### src/rtl/frogger_game_fsm.sv
// Frogger game-flow sequencer: owns state, lives and score and drives play/freeze/respawn.
// Optional per-life frame timer is enabled by defining FROGGER_TIMER_EN.
module frogger_game_fsm #(
   parameter int unsigned c_START_LIVES  = 3,
   parameter int unsigned c_WIN_SCORE    = 5,
   parameter int unsigned c_GOAL_ROW     = 0,
   parameter int unsigned c_DEATH_FRAMES = 60,
   parameter int unsigned c_END_FRAMES   = 180,
   parameter int unsigned c_TIME_LIMIT   = 1800
) (
   input  logic        i_Clk,
   input  logic        i_Reset,
   input  logic        i_VSync,
   input  logic        i_Game_Start,
   input  logic        i_Collided,
   input  logic [5:0]  i_Frogger_Y,
   output logic        o_Game_Active,
   output logic        o_Freeze,
   output logic        o_Respawn,
   output logic [1:0]  o_Lives,
   output logic [6:0]  o_Score,
   output logic [2:0]  o_State,
   output logic [11:0] o_Time_Left
);

   typedef enum logic [2:0] {
      StIdle     = 3'd0,
      StRunning  = 3'd1,
      StDying    = 3'd2,
      StP1Wins   = 3'd3,
      StGameOver = 3'd4,
      StCleanup  = 3'd5
   } state_e;

   function automatic logic [11:0] clip12(input int unsigned v);
      return (v > 32'd4095) ? 12'd4095 : v[11:0];
   endfunction

   localparam logic [11:0] DeathFrames = clip12(c_DEATH_FRAMES);
   localparam logic [11:0] EndFrames   = clip12(c_END_FRAMES);
   localparam logic [1:0]  StartLives  = 2'(c_START_LIVES);
   localparam logic [6:0]  WinScore    = 7'(c_WIN_SCORE);
   localparam logic [5:0]  GoalRow     = 6'(c_GOAL_ROW);

   state_e      state_q, state_d;
   logic [1:0]  lives_q, lives_d;
   logic [6:0]  score_q, score_d;
   logic [11:0] count_q, count_d;
   logic        armed_q, armed_d;
   logic        respawn_q, respawn_d;
   logic        active_q, freeze_q;
   logic        vsync_q, start_q;
   logic        frame_tick, start_press, at_goal, timeout, hit;
   logic        load_timer;

   assign frame_tick  = i_VSync & ~vsync_q;
   assign start_press = i_Game_Start & ~start_q;
   assign at_goal     = (i_Frogger_Y == GoalRow);

`ifdef FROGGER_TIMER_EN
   localparam logic [11:0] TimeLimit = clip12(c_TIME_LIMIT);
   logic [11:0] time_q, time_d;

   assign timeout = (state_q == StRunning) && frame_tick && (time_q <= 12'd1);

   always_comb begin
      time_d = time_q;
      if (load_timer) begin
         time_d = TimeLimit;
      end else if (state_q == StRunning && frame_tick && time_q != 12'd0) begin
         time_d = time_q - 12'd1;
      end
   end

   always_ff @(posedge i_Clk) begin
      if (i_Reset) time_q <= '0;
      else         time_q <= time_d;
   end

   assign o_Time_Left = time_q;
`else
   assign timeout     = 1'b0;
   assign o_Time_Left = '0;
`endif

   // A timer expiry is handled exactly like a collision, so coincident events cost one life.
   assign hit = i_Collided | timeout;

   always_comb begin
      state_d    = state_q;
      lives_d    = lives_q;
      score_d    = score_q;
      count_d    = count_q;
      respawn_d  = 1'b0;
      load_timer = 1'b0;
      armed_d    = at_goal ? armed_q : 1'b1;
      unique case (state_q)
         StIdle: begin
            if (start_press) begin
               state_d    = StRunning;
               respawn_d  = 1'b1;
               load_timer = 1'b1;
            end
         end
         StRunning: begin
            if (hit) begin
               lives_d = (lives_q == 2'd0) ? 2'd0 : lives_q - 2'd1;
               count_d = DeathFrames;
               state_d = StDying;
            end else if (at_goal && armed_q) begin
               score_d    = (score_q >= 7'd99) ? 7'd99 : score_q + 7'd1;
               respawn_d  = 1'b1;
               armed_d    = 1'b0;
               load_timer = 1'b1;
               if (score_d == WinScore) begin
                  state_d = StP1Wins;
                  count_d = EndFrames;
               end
            end
         end
         StDying: begin
            if (frame_tick) begin
               if (count_q <= 12'd1) begin
                  count_d = '0;
                  if (lives_q == 2'd0) begin
                     state_d = StGameOver;
                     count_d = EndFrames;
                  end else begin
                     state_d    = StRunning;
                     respawn_d  = 1'b1;
                     load_timer = 1'b1;
                  end
               end else begin
                  count_d = count_q - 12'd1;
               end
            end
         end
         StP1Wins, StGameOver: begin
            if (frame_tick && count_q != 12'd0) count_d = count_q - 12'd1;
            if (start_press || (frame_tick && count_q <= 12'd1)) state_d = StCleanup;
         end
         StCleanup: begin
            score_d   = '0;
            lives_d   = StartLives;
            count_d   = '0;
            respawn_d = 1'b1;
            state_d   = StIdle;
         end
         default: state_d = StIdle;
      endcase
   end

   always_ff @(posedge i_Clk) begin
      if (i_Reset) begin
         state_q   <= StIdle;
         lives_q   <= StartLives;
         score_q   <= '0;
         count_q   <= '0;
         armed_q   <= 1'b0;
         respawn_q <= 1'b0;
         active_q  <= 1'b0;
         freeze_q  <= 1'b0;
         vsync_q   <= 1'b0;
         start_q   <= 1'b0;
      end else begin
         state_q   <= state_d;
         lives_q   <= lives_d;
         score_q   <= score_d;
         count_q   <= count_d;
         armed_q   <= armed_d;
         respawn_q <= respawn_d;
         active_q  <= (state_d == StRunning);
         freeze_q  <= (state_d == StDying) || (state_d == StP1Wins) || (state_d == StGameOver);
         vsync_q   <= i_VSync;
         start_q   <= i_Game_Start;
      end
   end

   assign o_Game_Active = active_q;
   assign o_Freeze      = freeze_q;
   assign o_Respawn     = respawn_q;
   assign o_Lives       = lives_q;
   assign o_Score       = score_q;
   assign o_State       = state_q;

endmodule

### config.mk
export PLATFORM = sky130hd
export DESIGN_NAME = frogger_game_fsm
export DESIGN_NICKNAME = d
export VERILOG_FILES = /design/src/rtl/frogger_game_fsm.sv
export SDC_FILE = /design/constraint.sdc
export NUM_CORES = 1
export LEC_CHECK = 0
export BUFFER_PORTS_ARGS = -buffer_cell sky130_fd_sc_hd__buf_2
export CAP_MARGIN = 5
export CORE_MARGIN = 10
export CORE_UTILIZATION = 30
export CTS_CLUSTER_DIAMETER = 120
export CTS_CLUSTER_SIZE = 10
export DETAILED_ROUTE_END_ITERATION = 8
export PLACE_DENSITY = 0.56
export SLEW_MARGIN = 20
export SYNTH_ARGS = -nofsm -noshare
export SYNTH_HDL_FRONTEND = slang
export SYNTH_SLANG_ARGS = --single-unit
### constraint.sdc
create_clock -name i_Clk -period 6.4 [get_ports i_Clk]
set_clock_uncertainty 0.05 [all_clocks]
set_input_delay 0.32 -clock i_Clk [delete_from_list [all_inputs] [get_ports i_Clk]]
set_output_delay 0.32 -clock i_Clk [all_outputs]
set_load 0.1 [all_outputs]
==> run metrics <==
clock power share=27.6%; hold crit path type=in -> reg; Placer Congestion=0.798; Pre-antenna DRT Iters=4; antenna viol nets, final=0; Worst Setup Path Type=reg -> reg; Worst Tran Pin Value=1.01 ns; cell area after synthesis=0.00191 mm^2; Synthesis Warnings=0; GRT Total Usage=9.90%; dpl cells=329; chip height=99.8 um; worst endpoint required time=6.53 ns; WL final=4.97 mm; initial DRC count=95; Final Cell Area=0.00212 mm^2; EDFF count, synth=0; antenna violations before repair=0; vias in the first global route=1702; maxcap violations=0; DP Area=0.00204 mm^2; Slew HR=32.1%; Initial Util=31.5%; CTS H-tree depth=2; CTS tree=done; share of cells above drive strength 1=16.5%; Hold Worst Slack=0.232 ns; final worst-path cycle share=40.3%; switching pwr=199 uW; wire per inst=14.8 um; insertion delay to the later sink of the worst-skew pair=0.28 ns; via count=1802; die width=99.8 um; nets=275; input/output buffers=25; RSZ-0062 raised after global routing=false; CTS Root Cell=clkbuf_8; PD cells=243 mW/mm^2; status=completed; Post-synth top flop=dfxtp_1; Peak supply drop=0.0000896 V; setup bufs post-CTS=0; Seq/Total Area, Yosys=31.5%; Sink Count=30; Synth cell types=55; Design Power=515 uW; Final Hold Viols=0; Startpoint Class=flip-flop; Int Pwr=316 uW; Async SR Flop Fraction=0%; combinational group share of total power=32.3%; count of final setup violators=0; DRC=0; setup_tns=0 ns; FP Rows=28; CTS buffer count=5; first-pass GRT wire length=8.23 mm; P_leak=0.858 nW; post-synth top area share=31.5%; die area=0.00995 mm^2; Placement Setup Slack=3.82 ns; post-route minimum period=2.58 ns; GRT Residual Overflow=0; Synth Instances=238; Yosys reg bits=30; clk slew on worst S/H paths=0.06 ns; Arr. time, crit path=2.71 ns; Ports=38; Sw Share=38.7%; CTS-repair resized insts=0; PnR worst setup slack=3.82 ns; final count of pins violating max slew=0; worst-path fanout max=9; Util after Layout=35.0%; fmax=0.388 GHz; Clock Path Buffers=2; top cells by area, synth=dfxtp_1 (31%), a21oi_1 (5.8%), buf_4 (5.1%); part of the power in registers=40.1%; Layout area overhead=11.1%; core area=0.00606 mm^2; hold_buf cts=0; largest net degree at the start of global routing=24; leading area contributor after synthesis=dfxtp_1; crit path capture type=flip-flop; synthesized area per cell=8.02 um^2; Diodes inserted=0; final std cells w/o fill=336; DP HPWL=3.64 mm; vias per inst=5.36
layer usage:
layer  global-route usage, %  routed length, um  vias to the layer above
met5                       0                  0                        -
met4                    4.19                 72                        0
met3                    2.63                215                        5
met2                    15.8               2350                       45
met1                    12.2               2330                      849
li1                        -                  -                      903
power by group through the flow:
stage	clock, mW	sequential [mW]	combinational, mW
after floorplan	0	0.230	0.124
after global placement	0	0.210	0.166
after detailed placement	0	0.210	0.166
after CTS	0.148	0.206	0.167
after global routing	0.157	0.208	0.181
final	0.142	0.206	0.166
state kept, by name, summed over array words and instances (netlist names):
register and flops:
o_Lives 2, vsync_q 1, count_q 12, o_Freeze 1, o_Score 7, armed_q 1, start_q 1, o_Game_Active 1
o_Respawn 1, o_State 3
final timing paths:
check                          start                       end  slack [ns]  cells after the start
max          o_Score[0]$_SDFFE_PP0P_  count_q[10]$_SDFFE_PP0P_        3.82                      7
min                     i_Game_Start        start_q$_SDFF_PP0_        0.23                      2
max reg2reg  o_Score[0]$_SDFFE_PP0P_  count_q[10]$_SDFFE_PP0P_        3.82                      7
min reg2reg  count_q[6]$_SDFFE_PP0P_   count_q[6]$_SDFFE_PP0P_        0.43                      2
synthesized netlist by cell type, drive strengths merged, types with 4 or more instances:
master / instances
a32o: 4
a211oi: 4
dfxtp: 30
buf: 13
nor2: 21
nand3: 4
nor2b: 9
inv: 9
o32ai: 5
nor3: 5
a21oi: 23
o21ai: 18
or3: 6
nand2: 19
clkbuf: 7
nand2b: 8
cell usage in the layout (no fill, tap or decap), drive strengths merged, types with 3 or more instances in the layout:
| master | n |
|---|---|
| dfxtp | 30 |
| buf | 25 |
| a21oi | 23 |
| nor2 | 21 |
| nand2 | 19 |
| o21ai | 18 |
| conb | 12 |
| inv | 9 |
| nor2b | 9 |
| nand2b | 8 |
| clkbuf | 7 |
| or3 | 6 |
| o32ai | 5 |
| nor3 | 5 |
| nand3 | 4 |
| a32o | 4 |
| a211oi | 4 |
| and3 | 3 |
| nand4 | 3 |
| o211ai | 3 |
| a31oi | 3 |
| nand4b | 3 |
| ha | 3 |
| or4 | 3 |
| nor4 | 3 |
worst max-delay path: stages (launching register included):
cell and delay [ns]:
dfxtp_1 0.42, ha_1 0.27, or4_1 0.43, nor4_2 0.23
o211ai_1 0.26, a32oi_4 0.41, nand2_4 0.12, o32ai_1 0.31
final cells by class:
class / instances / area [um^2]
Sequential cell: 30 / 601
Fill cell: 679 / 3940
Clock buffer: 7 / 76.3
Multi-Input combinational cell: 189 / 1190
Timing Repair Buffer: 25 / 125
Tap cell: 75 / 93.8
Inverter: 10 / 37.5
logic make-up after synthesis:
family	share of synthesized area, %
and+or+nand+nor	28.9
other	0.197
adders and majority gates	1.97
DFF	31.5
AOI/OAI and AO/OA	27.5
xor gates and xnor gates	0.918
buffers and inverters	8.46
muxes	0.525
No activity file was read; power rests on OpenSTA's default activity.
